$ cat src/rtl/mux_arb_pkg.sv
// Shared constants and state type for the round-robin mux arbiter.
package mux_arb_pkg;

    localparam int N_REQ  = 8;
    localparam int SEL_W  = 3;
    localparam int HOLD_W = 4;

    typedef enum logic {
        IDLE = 1'b0,
        BUSY = 1'b1
    } arb_state_t;

endpackage

$ cat src/rtl/mux_round_robin_arbiter_if.sv
// Request/grant/data bundle between requesters and the arbiter.
interface mux_round_robin_arbiter_if;
    import mux_arb_pkg::*;

    logic [N_REQ-1:0] req;
    logic [N_REQ-1:0] data_in;
    logic [N_REQ-1:0] grant;
    logic             grant_valid;
    logic [SEL_W-1:0] sel;
    logic             data_out;
    logic             data_valid;

    modport master (
        output req, data_in,
        input  grant, grant_valid, sel, data_out, data_valid
    );

    modport slave (
        input  req, data_in,
        output grant, grant_valid, sel, data_out, data_valid
    );

endinterface

$ cat src/rtl/mux_round_robin_arbiter_rr_picker.sv
// Combinational round-robin search: first set, non-excluded request bit
// found scanning upward from ptr with wrap-around.
module rr_picker
    import mux_arb_pkg::*;
(
    input  logic [N_REQ-1:0] req,
    input  logic [SEL_W-1:0] ptr,
    input  logic [N_REQ-1:0] exclude,
    output logic             found,
    output logic [SEL_W-1:0] idx
);

    logic [N_REQ-1:0] masked;
    logic [SEL_W-1:0] cand;

    // Walk offsets from farthest to nearest so the candidate closest to ptr wins.
    always_comb begin
        masked = req & ~exclude;
        found  = 1'b0;
        idx    = '0;
        cand   = '0;
        for (int i = N_REQ - 1; i >= 0; i--) begin
            cand = ptr + SEL_W'(i);
            if (masked[cand]) begin
                found = 1'b1;
                idx   = cand;
            end
        end
    end

endmodule

$ cat src/rtl/mux_round_robin_arbiter.sv
// Round-robin arbiter driving an 8:1 mux select, with a per-owner hold limit
// and a one-cycle registered data path from the selected input.
module mux_round_robin_arbiter
    import mux_arb_pkg::*;
#(
    parameter int HOLD_MAX = 4
) (
    input  logic                      clk,
    input  logic                      reset,
    mux_round_robin_arbiter_if.slave  bus
);

    localparam logic [HOLD_W-1:0] HOLD_LAST = HOLD_W'(HOLD_MAX - 1);
    localparam logic [N_REQ-1:0]  ONE_HOT0  = N_REQ'(1);

    arb_state_t        state_q;
    logic [SEL_W-1:0]  ptr_q;
    logic [SEL_W-1:0]  owner_q;
    logic [HOLD_W-1:0] hold_q;
    logic [N_REQ-1:0]  grant_q;
    logic              grant_valid_q;
    logic [SEL_W-1:0]  sel_q;
    logic              data_out_q;
    logic              data_valid_q;

    logic              owner_req;
    logic [SEL_W-1:0]  pick_ptr;
    logic [N_REQ-1:0]  pick_excl;
    logic              pick_found;
    logic [SEL_W-1:0]  pick_idx;

    assign owner_req = bus.req[owner_q];

    // When busy, the search always starts just past the owner; a releasing
    // owner is masked out so it can never be handed the grant back.
    always_comb begin
        pick_ptr  = ptr_q;
        pick_excl = '0;
        if (state_q == BUSY) begin
            pick_ptr = owner_q + SEL_W'(1);
            if (!owner_req) begin
                pick_excl = ONE_HOT0 << owner_q;
            end
        end
    end

    rr_picker u_picker (
        .req     (bus.req),
        .ptr     (pick_ptr),
        .exclude (pick_excl),
        .found   (pick_found),
        .idx     (pick_idx)
    );

    // Arbitration state, hold counting and all registered outputs.
    always_ff @(posedge clk) begin
        if (reset) begin
            state_q       <= IDLE;
            ptr_q         <= '0;
            owner_q       <= '0;
            hold_q        <= '0;
            grant_q       <= '0;
            grant_valid_q <= 1'b0;
            sel_q         <= '0;
            data_out_q    <= 1'b0;
            data_valid_q  <= 1'b0;
        end else begin
            data_out_q   <= bus.data_in[sel_q];
            data_valid_q <= grant_valid_q;
            case (state_q)
                IDLE: begin
                    if (pick_found) begin
                        state_q       <= BUSY;
                        owner_q       <= pick_idx;
                        hold_q        <= '0;
                        grant_q       <= ONE_HOT0 << pick_idx;
                        grant_valid_q <= 1'b1;
                        sel_q         <= pick_idx;
                    end else begin
                        grant_q       <= '0;
                        grant_valid_q <= 1'b0;
                    end
                end
                BUSY: begin
                    if (owner_req && (hold_q < HOLD_LAST)) begin
                        hold_q <= hold_q + HOLD_W'(1);
                    end else begin
                        ptr_q <= pick_ptr;
                        if (pick_found) begin
                            owner_q       <= pick_idx;
                            hold_q        <= '0;
                            grant_q       <= ONE_HOT0 << pick_idx;
                            grant_valid_q <= 1'b1;
                            sel_q         <= pick_idx;
                        end else begin
                            state_q       <= IDLE;
                            grant_q       <= '0;
                            grant_valid_q <= 1'b0;
                        end
                    end
                end
                default: begin
                    state_q <= IDLE;
                end
            endcase
        end
    end

    assign bus.grant       = grant_q;
    assign bus.grant_valid = grant_valid_q;
    assign bus.sel         = sel_q;
    assign bus.data_out    = data_out_q;
    assign bus.data_valid  = data_valid_q;

endmodule

$ cat src/flat_wrapper.sv
// flat-port wrapper written by rule: the top's interface ports become plain ports
module mux_round_robin_arbiter_flat import mux_arb_pkg::*;
#(
    parameter int HOLD_MAX = 4
)
  (clk, reset, bus_req, bus_data_in, bus_grant, bus_grant_valid, bus_sel, bus_data_out, bus_data_valid);
  mux_round_robin_arbiter_if bus_i ();
  input  logic clk;
  input  logic reset;
  input wire logic [$bits(bus_i.req)-1:0] bus_req;
  input wire logic [$bits(bus_i.data_in)-1:0] bus_data_in;
  output wire logic [$bits(bus_i.grant)-1:0] bus_grant;
  output wire logic [$bits(bus_i.grant_valid)-1:0] bus_grant_valid;
  output wire logic [$bits(bus_i.sel)-1:0] bus_sel;
  output wire logic [$bits(bus_i.data_out)-1:0] bus_data_out;
  output wire logic [$bits(bus_i.data_valid)-1:0] bus_data_valid;
  assign bus_i.req = bus_req;
  assign bus_i.data_in = bus_data_in;
  assign bus_grant = bus_i.grant;
  assign bus_grant_valid = bus_i.grant_valid;
  assign bus_sel = bus_i.sel;
  assign bus_data_out = bus_i.data_out;
  assign bus_data_valid = bus_i.data_valid;
  mux_round_robin_arbiter #(.HOLD_MAX(HOLD_MAX)) u_core (.clk(clk), .reset(reset), .bus(bus_i));
endmodule
$ cat config.mk
export PLATFORM = sky130hd
export DESIGN_NAME = mux_round_robin_arbiter_flat
export DESIGN_NICKNAME = d
export VERILOG_FILES = /design/src/rtl/mux_arb_pkg.sv /design/src/rtl/mux_round_robin_arbiter_if.sv /design/src/rtl/mux_round_robin_arbiter_rr_picker.sv /design/src/rtl/mux_round_robin_arbiter.sv /design/src/flat_wrapper.sv
export SDC_FILE = /design/constraint.sdc
export NUM_CORES = 1
export LEC_CHECK = 0
export CAP_MARGIN = 20
export CORE_UTILIZATION = 55
export CTS_CLUSTER_DIAMETER = 80
export CTS_CLUSTER_SIZE = 24
export DETAILED_ROUTE_END_ITERATION = 12
export PLACE_DENSITY_LB_ADDON = 0.25
export SLEW_MARGIN = 10
export SYNTH_ARGS = -nofsm -noshare
export SYNTH_HDL_FRONTEND = slang
export SYNTH_SLANG_ARGS = --single-unit
$ cat constraint.sdc
create_clock -name clk -period 4.73 [get_ports clk]
set_input_delay 0.946 -clock clk [delete_from_list [all_inputs] [get_ports clk]]
set_output_delay 0.946 -clock clk [all_outputs]
set_load 0.005 [all_outputs]
==> results of run 1 <==
==> worst max-delay path: stages <==
cell	delay, ps
sky130_fd_sc_hd__clkdlybuf4s50_1	510
sky130_fd_sc_hd__mux2_2	330
sky130_fd_sc_hd__o22ai_1	510
sky130_fd_sc_hd__a222oi_1	250
sky130_fd_sc_hd__a211oi_1	470
sky130_fd_sc_hd__nor3_2	150
sky130_fd_sc_hd__a22oi_1	350
sky130_fd_sc_hd__a31oi_1	120
sky130_fd_sc_hd__o22a_1	290
sky130_fd_sc_hd__a32oi_1	260
sky130_fd_sc_hd__nor2_1	80
==> logic make-up after synthesis <==
group	Yosys count	synth area share (%)
buffers and inverters	27	5.26
AOI/OAI and AO/OA	108	32.3
and+or+nand+nor	119	28.1
muxes	20	11.0
DFF	22	18.1
adders and majority gates	10	5.15
==> state kept, by name, indices dropped and copies added, names as in the netlist <==
register and count:
u_core.bus.data_out 1, u_core.bus.data_valid 1, u_core.bus.grant 8, u_core.bus.grant_valid 1
u_core.hold_q 4, u_core.owner_q 3, u_core.ptr_q 3, u_core.state_q 1
==> power by group through the flow <==
stage	combinational, µW	sequential [µW]	clock [µW]
after global placement	1300	275	0
after floorplan	1010	261	0
after CTS	1320	273	114
final	1360	273	111
after detailed placement	1310	275	0
after global routing	1460	281	119
==> cell usage in the layout, fill, tap and decap left out, types with 5 or more instances in the layout <==
cell	count
sky130_fd_sc_hd__dfxtp_1	22
sky130_fd_sc_hd__a21oi_1	18
sky130_fd_sc_hd__nor2_1	34
sky130_fd_sc_hd__mux2i_1	11
sky130_fd_sc_hd__a31oi_1	7
sky130_fd_sc_hd__inv_1	10
sky130_fd_sc_hd__o31ai_1	5
sky130_fd_sc_hd__nand2_1	21
sky130_fd_sc_hd__nand3_1	10
sky130_fd_sc_hd__nor3_1	9
sky130_fd_sc_hd__o21ai_0	20
sky130_fd_sc_hd__a32oi_1	6
sky130_fd_sc_hd__buf_4	8
sky130_fd_sc_hd__o22ai_1	5
sky130_fd_sc_hd__a211oi_1	6
sky130_fd_sc_hd__a22o_1	5
sky130_fd_sc_hd__mux4_2	5
sky130_fd_sc_hd__and2_1	5
sky130_fd_sc_hd__ha_1	10
sky130_fd_sc_hd__nor2b_1	5
sky130_fd_sc_hd__clkdlybuf4s50_1	31
==> stage by stage <==
| step | power [µW] | util [%] | worst slack (ps) | hold slack, ps |
|---|---|---|---|---|
| floorplan | 1270 | - | 832 | 447 |
| CTS | 1710 | 68.3 | 605 | 461 |
| global placement | 1580 | 67.3 | 448 | 445 |
| detailed placement | 1590 | 67.3 | 413 | 451 |
| global route | 1860 | 68.3 | 384 | 478 |
| finish | 1740 | 68.3 | 572 | 455 |
==> final cells by class <==
| class | instances | area, µm² |
|---|---|---|
| inverters | 10 | 37.5 |
| repair buffers | 39 | 370 |
| flip-flops and latches | 22 | 440 |
| multi-input cells | 257 | 1860 |
| fillers | 347 | 1300 |
| well taps | 50 | 62.6 |
| clock buffers | 3 | 41.3 |
==> layer usage <==
metal | share of wire (%) | wire (µm) | GRT usage (%)
met3 | 8.6 | 608 | 3.17
met4 | 1.9 | 137 | 10.2
met1 | 43 | 3050 | 42.0
met5 | 0 | 0 | 0
met2 | 46 | 3250 | 52.3
==> worst paths after layout <==
| check | depth (start not counted) | from | endpoint |
|---|---|---|---|
| worst max-delay path | 11 | bus_req[4] | u_core.bus.grant[7] |
| worst min register to register | 2 | u_core.bus.grant[0] | u_core.bus.grant[0] |
| worst min-delay path | 2 | u_core.bus.grant[0] | u_core.bus.grant[0] |
| worst max register to register | 14 | u_core.owner_q[0] | u_core.bus.grant[7] |
==> results.txt, run 1 <==
Of all cell types, the one taking the most synthesized area is sky130_fd_sc_hd__dfxtp_1. The max-cap violation count was 0. Setup slack on the worst reg-to-reg path comes out at 750 ps. After clock tree synthesis, the clock-pin slew on the worst setup and hold paths is 70 ps. The tools report the routability congestion estimate from global placement as 1.08. For the number of gates given a new drive strength after cts, the log shows 0.

The number of nets in the layout is 361, and the aggregate negative setup slack is 0 ps. The critical path is of the in -> reg type. The routed wire length is 7.04 mm, and the count of inserted antenna diode cells is 0.

For the number of antenna violations at the first check in global routing, the log shows 0. The width of the die is 68.5 µm, and the growth of design area from synthesis to finish is 15.8%. The area share of the largest cell type after synthesis is 18.1%. The tools report the number of design rule violations left after detail routing as 0. The logs give 893 µW for the net switching power figure and 0.00103 µW for the total leakage power. The number of primary I/O pins is 32, and the portion of total power attributed to sequential cells is 15.7%. The region available for standard cell placement spans 0.00412 mm². Sorting the synthesized cells by how often they occur yields 34 x sky130_fd_sc_hd__nor2_1, 22 x sky130_fd_sc_hd__dfxtp_1, 21 x sky130_fd_sc_hd__nand2_1, 20 x sky130_fd_sc_hd__o21ai_0, 18 x sky130_fd_sc_hd__a21oi_1. Setup repair after global routing left no endpoint under its margin. After routing the design area is 0.00281 mm². For this run, the number of Yosys warnings is 0.

The share of post-route cells with drive strength above 1 was 11.5%; the length of the first detailed-routing pass in iterations was 5. In the post-synthesis netlist, the biggest area contributors are sky130_fd_sc_hd__dfxtp_1 18%, sky130_fd_sc_hd__nor2_1 5.3%, sky130_fd_sc_hd__ha_1 5.2%. The maximum clock frequency is 241 MHz. The quantity of hold-fixing buffers added after cts came out at 0. For the depth of the CTS H-tree, the log shows 1. The max-slew headroom at the worst pin was 48.9%. The run gives 2323 as the number of global-route vias before repair. The tools report the aggregate global-route resource usage as 31.4%. TritonCTS created 3 clock buffers. The time the worst path needs with I/O delays and setup works out to 4160 ps.

Excluding fillers, the count of instances in the completed layout stands at 381. The tools report the count of standard-cell rows as 23. For the peak supply drop, the log shows 0.000368 V. In the post-synthesis netlist, the cell with the most instances is sky130_fd_sc_hd__nor2_1.

TritonCTS built the clock tree. Averaged over all synthesized cells, the footprint is 7.94 µm². After detailed placement, the total cell area comes to 0.00277 mm². The logs give 23 for the pin count of the biggest net entering global routing and 63 for the count of cell types in the netlist. The die covers 0.00469 mm². In this run the vertical extent of the chip is 68.5 µm. Clock tree synthesis found a total of 22 sinks. The slew of the pin with the lowest slew margin was 765 ps. Combinational logic is responsible for 77.9% of the overall power.

The portion of the clock cycle consumed by the worst path in the final layout was 87.9%; the number of I/O port buffers was 31. The run gives 0 as the number of routed nets with antenna violations. CTS placed an instance of sky130_fd_sc_hd__clkbuf_8 at the clock tree root. The run gives 0.00243 mm² as the synthesized area. The number of placed instances, taps included, is 378. The share of total power dissipated in the clock network is 6.4%. The maximum net fanout on the critical path was 7. The min-delay analysis places its worst path in the category reg -> reg.

The run gives 5.37 mm as the detailed-placement wirelength estimate. Net switching is 51.3% of the power. The number of flops mapped to enable cells by yosys was 0; the signal arrival time at the worst endpoint was 4270 ps. For this run the aggregate overflow at the end of global routing stands at 0. In this run the power density over the cells is 619 mW/mm². The final route contains 2643 vias.

The number of nets in the synthesized netlist is 334. The per-cell via count in the routed design was 6.94. The flop and latch count out of synthesis was 22. In the synthesized netlist the dominant register cell turns out to be sky130_fd_sc_hd__dfxtp_1. The worst setup path is launched from an input pin. Once the clock tree was built, the setup fixing pass inserted 0 buffers. After synthesis, flip-flops and latches occupy 18.1% of the total area.

The run gives 260 ps as the insertion delay of the later-clocked pin in the worst-skew pair. The run gives 0 as the total setup violations reported at the end of the flow. Between clock sinks in the finished design, the worst skew comes to 1.52 ps.

The first global-routing pass estimated 11.1 mm of wire. The final count of pins violating max slew came out at 0. The fraction of registers with async set/reset works out to 0%.

In the final routed layout, each cell accounts on average for 18.5 µm. The starting density of the core came out at 59.0%. For the worst setup path, the data required time is 4840 ps. The run finished with clean final reports.

The number of DRC violations after detailed-routing iteration 0 was 369; the count of endpoints failing hold in the final timing report was 0. The worst setup path is captured at a flop. The internal portion of total power is 847 µW.

In this run the deepest clock path goes through 2 buffers. Synthesis produced 306 cells.
No activity file was read; power rests on OpenSTA's default activity.
==> run 2, diff against run 1 <==
SKIP_LAST_GASP = 1   (was default)
==> results of run 2 <==
No change in the layout: final DEF, timing and power equal those of run 1.
==> run 3, diff against run 2 <==
CORE_MARGIN = 2   (was default)
clock period = 4.69 ns   (was 4.73 ns; I/O delays follow)
==> run 3 against run 2 <==
Register-to-register slack worse by 200 ps. Wire length decreased by 3.8%. Sequential power is 4% higher. Combinational power hardly changed. Utilization down 2.6 points. Critical path depth unchanged. Sequential share of layout area is essentially flat. Setup slack worse by 97 ps. Worst hold slack better by 1.2 ps. Critical endpoint is now u_core.bus.grant[1].
==> results.txt, run 3 (synthesis results as in run 1) <==
The maximum net fanout on the critical path was 7. The wire-length estimate of the detail-placed layout is 5.34 mm. The run gives 3 as the CTS buffer count.

Walking the worst path, the cells encountered are clkdlybuf4s50_1 > mux2_2 > o22ai_1 > a222oi_1 > a211oi_1 > nor3_2 > a22oi_1 > a31oi_1 > o22a_1 > a32oi_1 > nor2_1. Across the VDD grid, the largest voltage drop is 0.000361 V. The count of buffers added on input and output ports is 31. The first routing iteration left 368 violations. The tree is rooted in a sky130_fd_sc_hd__clkbuf_8.

Leaving out fill and tap cells, the most frequent cells in the layout are 34 x sky130_fd_sc_hd__nor2_1, 31 x sky130_fd_sc_hd__clkdlybuf4s50_1, 22 x sky130_fd_sc_hd__dfxtp_1. The clock network is responsible for 7.4% of the overall power. The final critical path takes up 89.9% of the cycle. The share of post-route cells with drive strength above 1 was 11.5%. The tools report the routed wire length as 6.78 mm. The area of the core came out at 0.00429 mm². The signal arrival time at the worst endpoint is 4340 ps.

Clock tree synthesis found a total of 22 sinks. The aggregate negative setup slack is 0 ps, and the fill cell instance count of the final layout is 358. The clock transition at the register clock pins on the worst setup and hold paths after CTS was 70 ps. The number of routed nets with antenna violations was 0. For this run, the share of the core covered by cells in the final layout is 65.7%. TritonCTS built the clock tree.

The worst setup path is captured at a flop. Summed over all layers, the global routing overflow is 0. The most frequent standard cell in the layout excluding fill and tap cells is sky130_fd_sc_hd__nor2_1. The dominant delay contributor by cell family on the critical path was compound AO/OA/AOI/OAI gates.

The logs give 237 MHz for the maximum clock frequency and 2555 for the detailed-route via count. The routed design uses 3.06 mm of met2 wire. Insertion delay of the later-clocked pin in the worst-skew pair: 260 ps. For the final database, setup skew stands at 1.29 ps. The number of nets in the layout was 360; the required time of the worst setup path was 4810 ps. The per-cell via count in the routed design was 6.67; the number of primary I/O pins was 32. The pin count of the biggest net entering global routing is 23. The portion of total power attributed to sequential cells is 16.1%, and the number of design rule violations left after detail routing is 0. The routed length on met3 was 341 µm; the time the worst path needs with I/O delays and setup was 4210 ps. Measured against its own limit, the worst slew margin works out to 50.8%. The flow ran to the end, and the final reports show no timing, DRC or antenna violations. In the final routed layout, each cell accounts on average for 17.7 µm.

The internal portion of total power was 866 µW; the count of inserted antenna diode cells was 0. On the critical path, the stage with the largest delay is an instance of sky130_fd_sc_hd__o22ai_1. The total area of sequential cells is 440 µm². After layout, the worst setup slack is 475 ps. The tools report the starting density of the core as 56.6%. The critical path start-end classification is in -> reg. The tools report the floorplan die area as 0.00496 mm². The first detailed-routing pass took 5 iterations. The number of global-route vias before repair came out at 2343. The register with the most flip-flops in the layout has 8 of them. Filler-free cell count of the finished design: 383. The quantity of hold-fixing buffers added after cts came out at 0. In this run the worst hold path is classified as reg -> reg. The die is 70.5 µm wide.

The analysis attributes to cell leakage a power of 0.00103 µW. The analysis attributes to net switching a power of 891 µW. The peak per-stage delay on the critical path is 560 ps, and the vertical die dimension is 70.5 µm. The fraction of power spent switching nets is 50.7%.

Power spread over the standard cell area amounts to 623 mW/mm². The detailed router put a total of 3.13 mm of wire on met1. At the end of routability-driven placement, the weighted congestion stood at 1.00. The final count of pins violating max slew was 0.

The slew of the pin with the lowest slew margin was 736 ps; the number of buffers added for setup after CTS was 0. In the final layout, the multi-input gates occupy 0.00186 mm². In the global route stage, overall resource usage came out at 27.7%.

The tools report the power share of the combinational group as 76.4%. The tools report the count of endpoints failing hold in the final timing report as 0. Post-CTS repair changed the size of 0 cells. The cell total after placement was 379; the placement-stage worst setup slack was 343 ps.

The number of buffer and inverter instances along the worst setup path is 1. The run gives 1 as the depth of the CTS H-tree. Max-cap violations in this run came to 0.

The first global-routing pass estimated 11.4 mm of wire. The tools report the number of antenna violations at the first check in global routing as 0. Setup violations remaining at the end of the flow were counted as 0.

Setup repair after global routing left no endpoint under its margin. Top layer used by detailed routing: met4. In this run the core area contains 24 standard-cell rows. Growth of design area from synthesis to finish: 16.2%.

STA classifies the critical path startpoint as an input pin. The tools report the maximum root-to-sink buffer count as 2.
-- run 3: worst min-delay path: cells and delay by family, from the launching register on --
| kind | cells | cell delay [ps] |
|---|---|---|
| compound gates | 1 | 50 |
| flops | 1 | 310 |
| simple gates | 1 | 50 |
-- run 3: through the flow --
stage,total power (µW),cell area [µm²],hold WS (ps)
global route,1890,2820,489
finish,1760,2820,456
CTS,1730,2820,456
detailed placement,1600,2770,446
floorplan,1280,2430,447
global placement,1590,2770,445
-- run 3: cell type report --
cell class,count,share of cell area [%]
clock buffers,4,1.95
inverters,10,1.33
multi-input cells,257,65.9
flip-flops and latches,22,15.6
well taps,52,2.31
repair buffers,38,12.9
-- run 3: path summary, 6_finish.rpt --
check                                    startpoint             endpoint  slack, ps  cells after the start
worst max-delay path                     bus_req[5]  u_core.bus.grant[1]        480                     11
worst min-delay path            u_core.bus.grant[4]  u_core.bus.grant[4]        460                      2
worst max register to register    u_core.owner_q[1]  u_core.bus.grant[1]        550                     14
worst min register to register  u_core.bus.grant[4]  u_core.bus.grant[4]        460                      2
-- run 3: power groups by stage --
stage	Clock (µW)	Combinational, µW	Sequential, µW
4_1_cts	133	1320	283
3_5_place_dp	0	1310	288
5_1_grt	140	1450	292
6_report	131	1340	283
3_3_place_gp	0	1300	287
2_1_floorplan	0	1020	263
-- run 3: metal layers --
metal / GRT usage (%) / vias up
li1: - / 1244
met1: 39.6 / 1182
met2: 44.4 / 106
met3: 1.30 / 23
met4: 9.40 / 0
met5: 0 / -
==> RTL change 1 (settings of run 1) <==
Change the package constant `SEL_W` from 3 to 4.
--- a/src/rtl/mux_arb_pkg.sv
+++ b/src/rtl/mux_arb_pkg.sv
@@ -3,5 +3,5 @@
 
     localparam int N_REQ  = 8;
-    localparam int SEL_W  = 3;
+    localparam int SEL_W  = 4;
     localparam int HOLD_W = 4;
 
Ports: changed (resized bus_sel); port bits go from 32 to 33. No check against the original RTL was run, so the function may have changed too.
==> RTL change 1 against run 1 <==
Synthesized area is 19% higher. Setup slack worse by 0.041 ns. Combinational power is 47% higher. Count of clock-buffer cells in the layout stayed put. Power is 43% higher. Design area is 18% higher. Synthesized cell count is 12% higher. Routed wire length is 21% higher. Sequential cell count is 2 higher.
==> RTL change 1: results (changes against run 1) <==
[status]
status=complete, no violations

[synth]
ys_top_cells_by_area=dfxtp_1 17%, ha_1 6.1%, mux2i_1 4.5%, nand2_1 4.2%, nor2_1 3.5%
synthCells=342  ; +12%
yosysSeqAreaShare_pct=16.6  ; -1.5 points

[drt]
vias=2937  ; +11%
routed_wl_um=8510  ; +21%
drtIter0Drc=350  ; -5.1%
wl_per_cell_um=19.3  ; +4.2%
firstDrtPassIters=7  ; +2

[cells_and_area]
nonClkBufAreaFrac_pct=12.1  ; -1.1 points
drive_gt1_share_pct=17.7  ; +6.3 points
multi_input_area_share_pct=67.5  ; +1.4 points
n_fill_cell=458  ; +32%
nMultiInputCombCells=291  ; +13%
clock_area_share_pct=2.14  ; +0.68 points

[setup_path]
crit_fanout=14  ; +7
cpPeakStageDelay_ns=0.63  ; +0.12 ns

[grt]
grt_max_degree=32  ; +39%
grt_first_pass_wirelength_um=13200  ; +20%
grt_usage_pct=31.0  ; -0.45 points
first_global_vias=2705  ; +16%

[placement]
dp_hpwl_um=6510  ; +21%
gp_congestion=1.01  ; -6.4%

[sta]
finalClockSkew_ns=0.00294  ; +0.00142 ns
slew_headroom_pct=62.5  ; +14 points

[clocking]
path_clk_slew_ns=0.09  ; +0.02 ns

RTL change 1: cell types whose count changed after synthesis, moves of 4 or more:
cell	before	now
buf_6	1	6
inv_1	10	6
o21a_1	2	6
o211ai_2	0	4
clkbuf_1	13	3
o21ai_0	20	14
nor2_1	34	27
xnor2_1	0	4
o21ai_1	0	5
ha_1	10	14
xor2_1	0	4
nand2_1	21	32
a31oi_1	7	2
RTL change 1: per-layer routing:
metal	vias up	share of wire [%]	track usage (%)
li1	1369	-	-
met1	1387	41	39.5
met2	153	49	54.3
met3	28	8.1	2.98
met4	0	2.8	10.9
met5	-	0	0
RTL change 1: logic make-up after synthesis:
group,count (synthesis),synth area share (%)
XOR/XNOR,11,4.12
multiplexers,23,9.84
adder cells (fa/ha/maj),14,6.07
flip-flops,24,16.6
AO/OA/AOI/OAI,127,37.6
buffers and inverters,27,5.50
AND/OR/NAND/NOR,116,20.2
RTL change 1: worst min-delay path: stages, from the launching register on:
cell and delay, ns:
dfxtp_1 0.33, nand2_1 0.05, o41ai_1 0.05
RTL change 1: through the flow:
step                hold WS [ns]  area (sq um)
global route               0.480          3330
global placement           0.444          3260
finish                     0.469          3330
CTS                        0.466          3330
detailed placement         0.438          3260
floorplan                  0.444          2890
RTL change 1: power breakdown:
group	total [mW]	switching (mW)	internal, mW
Sequential	0.306	0.0488	0.257
Combinational	2.00	1.19	0.805
Clock	0.182	0.0693	0.113
RTL change 1: path summary, 6_finish.rpt:
check                       from                  end  slack [ns]  cells past startpoint
min reg2reg  u_core.bus.grant[1]  u_core.bus.grant[1]        0.47                      2
max                   bus_req[7]  u_core.bus.grant[4]        0.53                     11
max reg2reg    u_core.bus.sel[0]  u_core.bus.grant[4]        0.84                     14
min          u_core.bus.grant[1]  u_core.bus.grant[1]        0.47                      2
==> RTL change 2 (settings of run 1) <==
Without the edit above. Make the reset (`reset`) asynchronous in one clocked block.
--- a/src/rtl/mux_round_robin_arbiter.sv
+++ b/src/rtl/mux_round_robin_arbiter.sv
@@ -54,5 +54,5 @@
 
     // Arbitration state, hold counting and all registered outputs.
-    always_ff @(posedge clk) begin
+    always_ff @(posedge clk or posedge reset) begin
         if (reset) begin
             state_q       <= IDLE;
Behaviour: differs if reset is asserted again (counterexample within 4 cycles, from zero or initial values and one cycle with reset high); with reset held inactive, the same outputs for 10 cycles.
==> RTL change 2 against run 1 <==
Design area decreased by 3.4%. Global-route usage decreased by 1.9 points. Non-clock buffer count unchanged. Setup slack worse by 0.14 ns. Worst hold slack got worse by 0.044 ns. Sequential cell count unchanged. Via count fell by 13%. Clock skew grew 0.0025 ns. Synthesized area is 6.3% lower. Routed wire length is 13% lower. Maximum frequency decreased by 3.3%. Die area down 6.1%.
Power is left out: the tool's default activity adds up to more than one toggle a clock period on the data nets, which glitch-free logic cannot reach.
==> RTL change 2: results (changes against run 1) <==
[status]
status=complete, no violations

[setup_path]
cp.arrival_ns=4.50  ; +0.23 ns
timing.rr.end=u_core.bus.grant[3]
rr_worst_depth=13  ; -1
crit-reg2reg-launch=u_core.bus.sel[1]
cp_slowest_cell=dfrtp_1
crit_fanout=19  ; +12
crit_family=simple AND/OR/NAND/NOR gates
rrSetupSlack_ns=0.43  ; -0.32 ns
cpPeakStageDelay_ns=0.70  ; +0.19 ns

[placement]
dp_slack_ns=0.467  ; +0.0540 ns
dp_hpwl_um=4560  ; -15%
dp_cells=339  ; -10%
gp_congestion=0.990  ; -8.6%
placed_area_sq_um=2650  ; -4.5%

[drt]
drt-met1-wl_um=2690  ; -12%
firstDrtPassIters=6  ; +1
dr_wl_met3_um=479  ; -21%
vias_per_cell=6.71  ; -3.3%
drtIter0Drc=270  ; -27%
wl_per_cell_um=17.9  ; -3.3%
met2_length_um=2900  ; -11%

[synth]
ys_top_cells_by_area=dfrtp_1 24%, ha_1 4.9%, mux4_2 4.9%, mux2i_1 4.4%, nor2_1 4.3%
synth_commonest_cells=26 x nor2_1, 23 x nand2_1, 22 x dfrtp_1, 12 x a21oi_1, 12 x nor3_1
ys_types=58  ; -7.9%
post_synth.cell_area_avg_sq_um=8.65  ; +9.0%
synth-async-reset-ratio_pct=100  ; +100 points
synth_nets=290  ; -13%

[cells_and_area]
fin_cells=343  ; -10%
final_nets=321  ; -11%
drive_gt1_share_pct=12.3  ; +0.81 points

[grt]
first_global_vias=2143  ; -7.7%
globalRouteMet3Util_pct=3.28  ; +0.11 points
grtUsageMet2_pct=50.6  ; -1.7 points
use_met1_pct=39.4  ; -2.6 points

[sta]
setup_slack_ns=0.430  ; -0.142 ns
worst_hold_slack_ns=0.411  ; -0.0435 ns

[worst_hold_path]
hold-path-endpoint=u_core.bus.data_valid
hold_depth=0  ; -2

-- RTL change 2: cell types whose count changed after synthesis, moves of 6 or more --
cell,run 1,this run
dfrtp_1,0,22
dfxtp_1,22,0
o21ai_0,20,10
nor2_1,34,26
a21oi_1,18,12
clkbuf_1,13,7
-- RTL change 2: final cells by class --
type                    instances  area, sq um  area share (%)
well taps                      50         62.6            2.30
inverters                      12         45.0            1.66
flip-flops and latches         22          551            20.3
repair buffers                 39          370            13.6
multi-input cells             216         1620            59.5
clock inverters                 1         30.0            1.10
clock buffers                   3         41.3            1.52
-- RTL change 2: kinds of logic (layout without fill, tap and decap cells) --
logic type | Yosys count | count (layout) | synth area share [%]
AND/OR/NAND/NOR | 97 | 97 | 22.9
adder cells (fa/ha/maj) | 9 | 9 | 4.95
multiplexers | 24 | 24 | 14.1
buffers and inverters | 25 | 55 | 4.73
AO/OA/AOI/OAI | 86 | 86 | 29.1
flip-flops | 22 | 22 | 24.2
